**config.mk**
```make
export PLATFORM = sky130hd
export DESIGN_NAME = mem_port_arbiter_flat
export DESIGN_NICKNAME = d
export VERILOG_FILES = /design/src/rtl/mem_port_arbiter_pkg.sv /design/src/rtl/mem_port_arbiter_if.sv /design/src/rtl/mem_port_arbiter_wdt.sv /design/src/rtl/mem_port_arbiter.sv /design/src/flat_wrapper.sv
export SDC_FILE = /design/constraint.sdc
export NUM_CORES = 1
export LEC_CHECK = 0
export ABC_AREA = 0
export CORE_ASPECT_RATIO = 0.5
export CORE_MARGIN = 1
export CORE_UTILIZATION = 25
export DETAILED_ROUTE_END_ITERATION = 10
export GPL_TIMING_DRIVEN = 0
export PLACE_DENSITY_LB_ADDON = 0.2
export SLEW_MARGIN = 10
export SYNTH_ARGS = -nofsm -noshare
export SYNTH_HDL_FRONTEND = slang
export SYNTH_SLANG_ARGS = --single-unit
```
**constraint.sdc**
```tcl
create_clock -name clk -period 3.09 [get_ports clk]
set_input_delay 0.4635 -clock clk [delete_from_list [all_inputs] [get_ports clk]]
set_output_delay 0.4635 -clock clk [all_outputs]
set_load 0.02 [all_outputs]
```
**src/rtl/mem_port_arbiter_pkg.sv**
```systemverilog
// Shared encodings for the fetch/data memory port arbiter.
package mem_port_arbiter_pkg;

   typedef enum logic [1:0] {
      IDLE   = 2'd0,
      BUSY_I = 2'd1,
      BUSY_D = 2'd2
   } arb_state_t;

   localparam logic [3:0] BE_WORD = 4'hF;

endpackage

```
**src/rtl/mem_port_arbiter_if.sv**
```systemverilog
// Memory-side request/ready bus between the arbiter and a variable-latency memory.
interface mem_port_arbiter_if #(
   parameter int ADDR_W = 32,
   parameter int DATA_W = 32
);
   logic              mem_req;
   logic              mem_we;
   logic [ADDR_W-1:0] mem_addr;
   logic [DATA_W-1:0] mem_wdata;
   logic [3:0]        mem_be;
   logic [DATA_W-1:0] mem_rdata;
   logic              mem_ready;

   modport master (
      output mem_req, mem_we, mem_addr, mem_wdata, mem_be,
      input  mem_rdata, mem_ready
   );

   modport slave (
      input  mem_req, mem_we, mem_addr, mem_wdata, mem_be,
      output mem_rdata, mem_ready
   );
endinterface

```
**src/rtl/mem_port_arbiter_wdt.sv**
```systemverilog
// Transaction watchdog: loadable down-counter, expired while the count is zero.
module mem_wdt #(
   parameter int W        = 6,
   parameter int LOAD_VAL = 63
) (
   input  logic clk,
   input  logic rst,
   input  logic clear,
   input  logic en,
   output logic expired
);

   logic [W-1:0] cnt_q;

   // reload on every grant, count down while the memory has not answered
   always_ff @(posedge clk) begin
      if (rst)
         cnt_q <= '0;
      else if (clear)
         cnt_q <= W'(LOAD_VAL);
      else if (en && (cnt_q != '0))
         cnt_q <= cnt_q - W'(1);
   end

   assign expired = (cnt_q == '0);

endmodule

```
**src/rtl/mem_port_arbiter.sv**
```systemverilog
// Shares one memory port between instruction fetch and the memory stage.
//
//  state  | meaning
//  IDLE   | no transaction outstanding, arbitrating
//  BUSY_I | fetch transaction outstanding on the memory bus
//  BUSY_D | load/store transaction outstanding on the memory bus
module mem_port_arbiter
   import mem_port_arbiter_pkg::*;
#(
   parameter int ADDR_W         = 32,
   parameter int DATA_W         = 32,
   parameter int TIMEOUT_CYC    = 64,
   parameter int MAX_DATA_BURST = 4
) (
   input  logic              clk,
   input  logic              rst,
   input  logic              IfReq,
   input  logic [ADDR_W-1:0] PCF,
   output logic [DATA_W-1:0] InstrF,
   output logic              IfReady,
   input  logic              MemReadM,
   input  logic              MemWriteM,
   input  logic [ADDR_W-1:0] AddrM,
   input  logic [DATA_W-1:0] WriteDataM,
   input  logic [3:0]        ByteEnM,
   output logic [DATA_W-1:0] ReadDataM,
   output logic              Ready,
   output logic              BusErr,
   mem_port_arbiter_if.master mem
);

   localparam int BW = $clog2(MAX_DATA_BURST + 1);
   localparam int WW = $clog2(TIMEOUT_CYC);
   localparam logic [BW-1:0] BURST_MAX = BW'(MAX_DATA_BURST);

   arb_state_t    state_q, state_d;
   logic [BW-1:0] burst_q;
   logic          data_pend, if_pend;
   logic          grant_d, grant_i, done, abort;
   logic          wdt_en, wdt_expired;

   // a requester whose completion pulse is high still shows its old request level
   assign data_pend = (MemReadM | MemWriteM) & ~Ready;
   assign if_pend   = IfReq & ~IfReady;
   assign wdt_en    = (state_q != IDLE) & ~mem.mem_ready;

   mem_wdt #(
      .W        (WW),
      .LOAD_VAL (TIMEOUT_CYC - 1)
   ) u_wdt (
      .clk     (clk),
      .rst     (rst),
      .clear   (grant_d | grant_i),
      .en      (wdt_en),
      .expired (wdt_expired)
   );

   // arbitration and completion decode; while a data pulse is out and the burst
   // budget is not spent, fetch waits a cycle so a back-to-back data access keeps priority
   always_comb begin
      state_d = state_q;
      grant_d = 1'b0;
      grant_i = 1'b0;
      done    = 1'b0;
      abort   = 1'b0;
      case (state_q)
         IDLE: begin
            if (data_pend && (!if_pend || (burst_q < BURST_MAX))) begin
               grant_d = 1'b1;
               state_d = BUSY_D;
            end else if (if_pend && !(Ready && (burst_q < BURST_MAX))) begin
               grant_i = 1'b1;
               state_d = BUSY_I;
            end
         end
         BUSY_I, BUSY_D: begin
            if (mem.mem_ready) begin
               done    = 1'b1;
               state_d = IDLE;
            end else if (wdt_expired) begin
               abort   = 1'b1;
               state_d = IDLE;
            end
         end
         default: state_d = IDLE;
      endcase
   end

   // state, bus registers, burst counter and completion pulses
   always_ff @(posedge clk) begin
      if (rst) begin
         state_q       <= IDLE;
         burst_q       <= '0;
         Ready         <= 1'b0;
         IfReady       <= 1'b0;
         BusErr        <= 1'b0;
         InstrF        <= '0;
         ReadDataM     <= '0;
         mem.mem_req   <= 1'b0;
         mem.mem_we    <= 1'b0;
         mem.mem_addr  <= '0;
         mem.mem_wdata <= '0;
         mem.mem_be    <= '0;
      end else begin
         state_q <= state_d;
         Ready   <= 1'b0;
         IfReady <= 1'b0;
         BusErr  <= 1'b0;
         if (grant_d) begin
            mem.mem_req   <= 1'b1;
            mem.mem_we    <= MemWriteM;
            mem.mem_addr  <= AddrM;
            mem.mem_wdata <= WriteDataM;
            mem.mem_be    <= MemWriteM ? ByteEnM : BE_WORD;
            if (if_pend)
               burst_q <= (burst_q == BURST_MAX) ? BURST_MAX : burst_q + BW'(1);
            else
               burst_q <= '0;
         end else if (grant_i) begin
            mem.mem_req   <= 1'b1;
            mem.mem_we    <= 1'b0;
            mem.mem_addr  <= PCF;
            mem.mem_wdata <= '0;
            mem.mem_be    <= BE_WORD;
            burst_q       <= '0;
         end
         if (done || abort) begin
            mem.mem_req <= 1'b0;
            BusErr      <= abort;
            if (state_q == BUSY_I) begin
               IfReady <= 1'b1;
               InstrF  <= abort ? '0 : mem.mem_rdata;
            end else begin
               Ready <= 1'b1;
               if (abort)
                  ReadDataM <= '0;
               else if (!mem.mem_we)
                  ReadDataM <= mem.mem_rdata;
            end
         end
      end
   end

endmodule

```
**src/flat_wrapper.sv**
```systemverilog
// flat-port wrapper written by rule: the top's interface ports become plain ports
module mem_port_arbiter_flat import mem_port_arbiter_pkg::*;
#(
   parameter int ADDR_W         = 32,
   parameter int DATA_W         = 32,
   parameter int TIMEOUT_CYC    = 64,
   parameter int MAX_DATA_BURST = 4
)
  (clk, rst, IfReq, PCF, InstrF, IfReady, MemReadM, MemWriteM, AddrM, WriteDataM, ByteEnM, ReadDataM, Ready, BusErr, mem_mem_req, mem_mem_we, mem_mem_addr, mem_mem_wdata, mem_mem_be, mem_mem_rdata, mem_mem_ready);
  mem_port_arbiter_if #(.ADDR_W(ADDR_W), .DATA_W(DATA_W)) mem_i ();
  input  logic clk;
  input  logic rst;
  input  logic IfReq;
  input  logic [ADDR_W-1:0] PCF;
  output logic [DATA_W-1:0] InstrF;
  output logic IfReady;
  input  logic MemReadM;
  input  logic MemWriteM;
  input  logic [ADDR_W-1:0] AddrM;
  input  logic [DATA_W-1:0] WriteDataM;
  input  logic [3:0] ByteEnM;
  output logic [DATA_W-1:0] ReadDataM;
  output logic Ready;
  output logic BusErr;
  output wire logic [$bits(mem_i.mem_req)-1:0] mem_mem_req;
  output wire logic [$bits(mem_i.mem_we)-1:0] mem_mem_we;
  output wire logic [$bits(mem_i.mem_addr)-1:0] mem_mem_addr;
  output wire logic [$bits(mem_i.mem_wdata)-1:0] mem_mem_wdata;
  output wire logic [$bits(mem_i.mem_be)-1:0] mem_mem_be;
  input wire logic [$bits(mem_i.mem_rdata)-1:0] mem_mem_rdata;
  input wire logic [$bits(mem_i.mem_ready)-1:0] mem_mem_ready;
  assign mem_mem_req = mem_i.mem_req;
  assign mem_mem_we = mem_i.mem_we;
  assign mem_mem_addr = mem_i.mem_addr;
  assign mem_mem_wdata = mem_i.mem_wdata;
  assign mem_mem_be = mem_i.mem_be;
  assign mem_i.mem_rdata = mem_mem_rdata;
  assign mem_i.mem_ready = mem_mem_ready;
  mem_port_arbiter #(.ADDR_W(ADDR_W), .DATA_W(DATA_W), .TIMEOUT_CYC(TIMEOUT_CYC), .MAX_DATA_BURST(MAX_DATA_BURST)) u_core (.clk(clk), .rst(rst), .IfReq(IfReq), .PCF(PCF), .InstrF(InstrF), .IfReady(IfReady), .MemReadM(MemReadM), .MemWriteM(MemWriteM), .AddrM(AddrM), .WriteDataM(WriteDataM), .ByteEnM(ByteEnM), .ReadDataM(ReadDataM), .Ready(Ready), .BusErr(BusErr), .mem(mem_i));
endmodule
```
## Word level (Yosys, flattened, before mapping)

Cells that the tools add are included.
W data, S select, Z words.

| storage, ports and cells | value |
|---|---|
| register bits | 148 |
| input port bits | 138 |
| output and inout bits | 137 |
| logic and storage cells | 89 |

| operators by class | value |
|---|---|
| add/sub/neg operators | 2 |
| $lt $le $gt $ge | 1 |
| eq/ne operators | 6 |
| mux-type cells | 37 |
| bitwise gates (word level) | 10 |
| reductions and logical operators | 20 |

Operators with widths:

| kind | number |
|---|---|
| $mux W32 | 7 |
| $mux W1 | 16 |
| $mux W3 | 4 |
| $mux W4 | 3 |
| $mux W6 | 2 |
| $mux W2 | 4 |
| $logic_not A6 Y1 | 1 |
| $reduce_bool A2 Y1 | 3 |
| $reduce_bool A6 Y1 | 1 |
| $reduce_or A2 Y1 | 3 |
| $sub A6 B1 Y6 const B | 1 |
| $not A1 Y1 | 5 |
| $logic_and A1 B1 Y1 | 4 |
| $pmux W2 S2 | 1 |
| $reduce_and A2 Y1 | 2 |
| $add A3 B1 Y3 const B | 1 |
| $and A1 B1 Y1 | 3 |
| $eq A3 B3 Y1 const B | 1 |
| $lt A3 B3 Y1 const B | 1 |
| $ne A3 B1 Y1 const B | 1 |
| $ne A3 B3 Y1 const B | 1 |
| $reduce_and A3 Y1 | 1 |
| $eq A2 B1 Y1 const B | 1 |
| $eq A2 B2 Y1 const B | 1 |
| 5 further kinds | 8 |

## Logic depth before layout (Yosys ltp)

| logic depth | value |
|---|---|
| depth in word-level cells | 9 |
| depth in mapped cells | 9 |
| gate-level depth less buffers | 6 |

## Cells and area by module

A second synthesis with hierarchy kept.

| unflattened totals | value |
|---|---|
| cell total of the unflattened synthesis | 686 |
| area total of the unflattened synthesis | 6,178.4 µm² |

Modules (own cells, without submodules):

| module | times used | cells each | area an instance (µm²) | seq. area each (µm²) |
|---|---|---|---|---|
| mem_port_arbiter | 1 | 643 | 5,778.0 | 2,842.7 |
| mem_wdt | 1 | 43 | 400.4 | 120.1 |

## Least setup slack after synthesis

Ideal clock, no wire load.

| timing path | value |
|---|---|
| path type | reg2reg |
| start point | reg u_core.state_q[0] |
| end point | reg u_core.InstrF[10] |
| library setup time | 0.117 ns |
| arrival | 1.632 ns |
| data required time | 2.973 ns |
| setup slack | 1.341 ns |
| cell stages (with the launch flop) | 9 |
| path buffers | 2 |
| period minus slack after synthesis | 1.749 ns |
| cells stage by stage | dfxtp_1 inv_1 ha_1 inv_1 nor2_1 and3_1 clkbuf_1 clkbuf_1 a22o_1 |

| on the way | value |
|---|---|
| word-level cells in the longest chain between the ends | 5 |
| elaborated cells between the ends (all ways) | 8 |
| classes of those cells | eq/ne (2); mux (3); reduce/logical (3) |

RTL lines:

| what | line | source |
|---|---|---|
| from (decl) | mem_port_arbiter.sv:36 | `arb_state_t state_q, state_d;` |
| from (signal assigned) | mem_port_arbiter.sv:105 | `state_q <= state_d;` |
| $eq A2 B2 Y1 or $eq A2 B1 Y1 (tied branches) | mem_port_arbiter.sv:66, mem_port_arbiter.sv:130 |  |
| $reduce_or A2 Y1 | mem_port_arbiter.sv:66 | `case (state_q)` |
| $mux W1 | mem_port_arbiter.sv:66 |  |
| $logic_or A1 B1 Y1 | mem_port_arbiter.sv:127 | `if (done \|\| abort) begin` |
| $reduce_and A2 Y1 (no line) | - |  |
| to (signal assigned) | mem_port_arbiter.sv:132 | `InstrF <= abort ? '0 : mem.mem_rdata;` |
| to (decl) | mem_port_arbiter.sv:19 | `output logic [DATA_W-1:0] InstrF,` |

Several ways; a longest one is shown, not always the timed one.
A chain may end at the register's enable or synchronous reset.

## Final worst setup path

| timing path | value |
|---|---|
| start point | reg u_core.state_q[0] |
| end point | reg u_core.InstrF[16] |

Same word-level chain as after synthesis.

==> impl_results.md <==
- Area leader, netlist: dfxtp_1
- Die area: 22810 um2
- Wire length per cell: 16.42 um
- DRC errors left: 1
- CTS sink count: 148
- Tot GR Track Use: 16.89%
- Max Fclk: 446.2 MHz
- Unrepaired setup endpoints after global routing: false
- Clock share of power: 26.7%
- Die H: 107.3 um
- Slew @ Worst Pin: 0.6204 ns
- Switching part of the total: 36.43%
- Net Switching: 2.763 mW
- Final Setup Violations: 0
- Layout cells sized above 1: 8.267%
- Area Overhead vs Synth: 66.33%
- Row count: 38
- ANT nets after route: 0
- Seq/Total Area, Yosys: 53.44%
- Synth Area per Inst: 9.592 um2
- Post-CTS Resized: 0
- FFs w/ async S/R, synth: 0%
- Fill count: 2184
- Post-synth EDFFs: 0
- First-pass GRT wire length: 29520 um
- Starting Density: 25.52%
- Clock Path Buffers: 2
- DIE WIDTH: 212.6 um
- Worst Skew: 0.009379 ns
- Ant diodes: 0
- WL final: 19420 um
- Worst path slowest cell: clkbuf_1
- PD cells: 822.4 nW/um2
- Total grt overflow: 0
- Leak: 3.453 nW
- Max_slew headroom: 58.64%
- DRT Pass-1 Iters: 7
- Outcome: finished with violations
- Type of the worst min-delay path: reg2reg
- CTS Buf Count: 17
- Crit Path Category: reg2reg
- YS warnings: 0
- Final RePlAce weighted congestion: 0.7540
- Initial antenna violation count: 0
- Post-synth top flop: dfxtp_1
- Syn nets: 721
- Setup Fix Bufs, Post-CTS: 0
- Setup WS pre-CTS: 0.6494 ns
- P_int: 4.821 mW
- Kind of cell adding the most delay to the critical path: buffers and inverters
- Setup tns final: 0 ns
- Multi-input logic area: 2258 um2
- Final #Nets: 1013
- PnR worst setup slack: 0.8488 ns
- Final hold vios: 0
- Pwr Total: 7.584 mW
- Critical path's largest stage delay: 0.52 ns
- Largest net degree at the start of global routing: 17
- Failing checks: design-rule violations
- Max capacitance violation total: 0
- Later-pin clock latency in the skew report: 0.43 ns
- Fin crit period: 2.241 ns
- Vias in the first global route: 5318
- Mapped Cells: 578
- Clock transition at path regs: 0.06 ns
- Register Area: 2963 um2
- Core ar.: 21730 um2
- CTS Hold Bufs: 0
- Crit-path cells: inv_1, ha_1, inv_1, nor2_1, and3_1, clkbuf_1, clkbuf_1, a22o_1
- Yosys reg bits: 148
- Sequential Power Share: 33.4%
- CP arrival: 2.61 ns
- VDD IR max: 0.3187 mV
- Synth area leaders: dfxtp_1, a22o_1, nand2_1, a21oi_1, a311oi_1
- Mapped cell area: 5544 um2
- Root Buffer: clkbuf_16
- CTS tree: built
- Initial DRC count: 343
- Via density: 4.620
- Final Slew Violations: 0
- WP buf/inv: 4
- IO Pins: 275
- Post-synthesis cell type count: 48
- PortBufs: 273
- Post-route clock period utilization: 72.53%
- WP data required: 3.46 ns
- Worst Setup Start Kind: flop
- Top fanout value on the critical path: 10
- DP Wirelength: 14070 um
- CTS H-Tree Depth: 4
- Vias post-DR: 5466
- Crit end category: flop
- Combinational cell fraction of total power: 39.9%
- Post-synth top area share: 53.44%
-- flip-flops by register name, summed over array words and instances (netlist names) --
name and count:
u_core.BusErr 1, u_core.IfReady 1, u_core.InstrF 32, u_core.ReadDataM 32, u_core.Ready 1, u_core.burst_q 3
u_core.mem.mem_addr 32, u_core.mem.mem_be 4, u_core.mem.mem_req 1, u_core.mem.mem_wdata 32, u_core.mem.mem_we 1, u_core.state_q 2
u_core.u_wdt.cnt_q 6
-- synthesized netlist by cell type, drive strengths merged, types with 3 or more instances --
library cell / instances
ha: 5
and3: 4
a311oi: 32
a21oi: 73
nand2: 103
inv: 9
o221a: 4
dfxtp: 148
o21ai: 37
a31oi: 4
a22o: 64
clkbuf: 27
o31ai: 3
buf: 26
nand3: 6
nor2: 6
-- power groups by stage --
stage	sequential (mW)	combinational [mW]	clock, mW
2_1_floorplan	3.00	1.23	0
3_3_place_gp	2.56	3.03	0
3_5_place_dp	2.57	3.05	0
4_1_cts	2.53	3.06	2.09
5_1_grt	2.58	3.27	2.16
6_report	2.53	3.03	2.02
-- final timing paths --
kind	start	to	cells past startpoint	slack, ns
setup / recovery	u_core.state_q[0]$_SDFFE_PP0P_	u_core.InstrF[16]$_SDFFE_PP0P_	8	0.85
setup reg to reg	u_core.state_q[0]$_SDFFE_PP0P_	u_core.InstrF[16]$_SDFFE_PP0P_	8	0.85
hold / removal	u_core.mem.mem_req$_SDFFE_PP0P_	u_core.mem.mem_req$_SDFFE_PP0P_	1	0.47
hold reg to reg	u_core.mem.mem_req$_SDFFE_PP0P_	u_core.mem.mem_req$_SDFFE_PP0P_	1	0.47
-- cells in the final DEF (no fill, tap or decap), types with 17 or more instances in the layout --
master | netlist | routed
a311oi_1 | 32 | 32
a21oi_1 | 72 | 72
clkbuf_1 | 23 | 26
clkbuf_16 | 0 | 17
nand2_1 | 103 | 103
buf_2 | 20 | 20
dfxtp_1 | 148 | 148
clkdlybuf4s50_1 | 0 | 273
o21ai_0 | 32 | 32
a22o_1 | 62 | 62
-- per-layer routing --
metal | GRT usage [%] | wire length, um
met1 | 21.31 | 8819
met2 | 27.89 | 9420
met3 | 4.638 | 1003
met4 | 5.396 | 180
met5 | 0 | 0
-- cells by family (layout without fill, tap and decap cells) --
kind of cell / after synthesis / after routing / share of synthesized area [%]
XOR/XNOR: 1 / 1 / 0.1580
buffers and inverters: 62 / 367 / 5.822
AO/OA/AOI/OAI: 228 / 228 / 28.75
adder cells (fa/ha/maj): 5 / 5 / 1.128
AND/OR/NAND/NOR: 133 / 133 / 10.52
multiplexers: 1 / 1 / 0.1806
flip-flops: 148 / 148 / 53.44
-- through the flow --
stage	instances	hold slack, ns	utilization, %	area (um2)
finish	1183	0.4680	42.44	9221
floorplan	578	0.4575	-	5544
detailed placement	1151	0.4538	39.82	8652
global placement	1151	0.4523	39.82	8652
CTS	1183	0.4545	42.44	9221
global route	1183	0.4854	42.44	9221
-- area by class of cell --
class                   instances  share of cell area, %
clock buffers                  20                  4.735
inverters                       9                 0.3664
multi-input cells             368                  24.49
clock inverters                12                  1.438
plain buffers                  53                  3.134
well taps                     300                  4.071
repair buffers                273                  29.63
flip-flops and latches        148                  32.13
(Power assumes the default switching activity.)
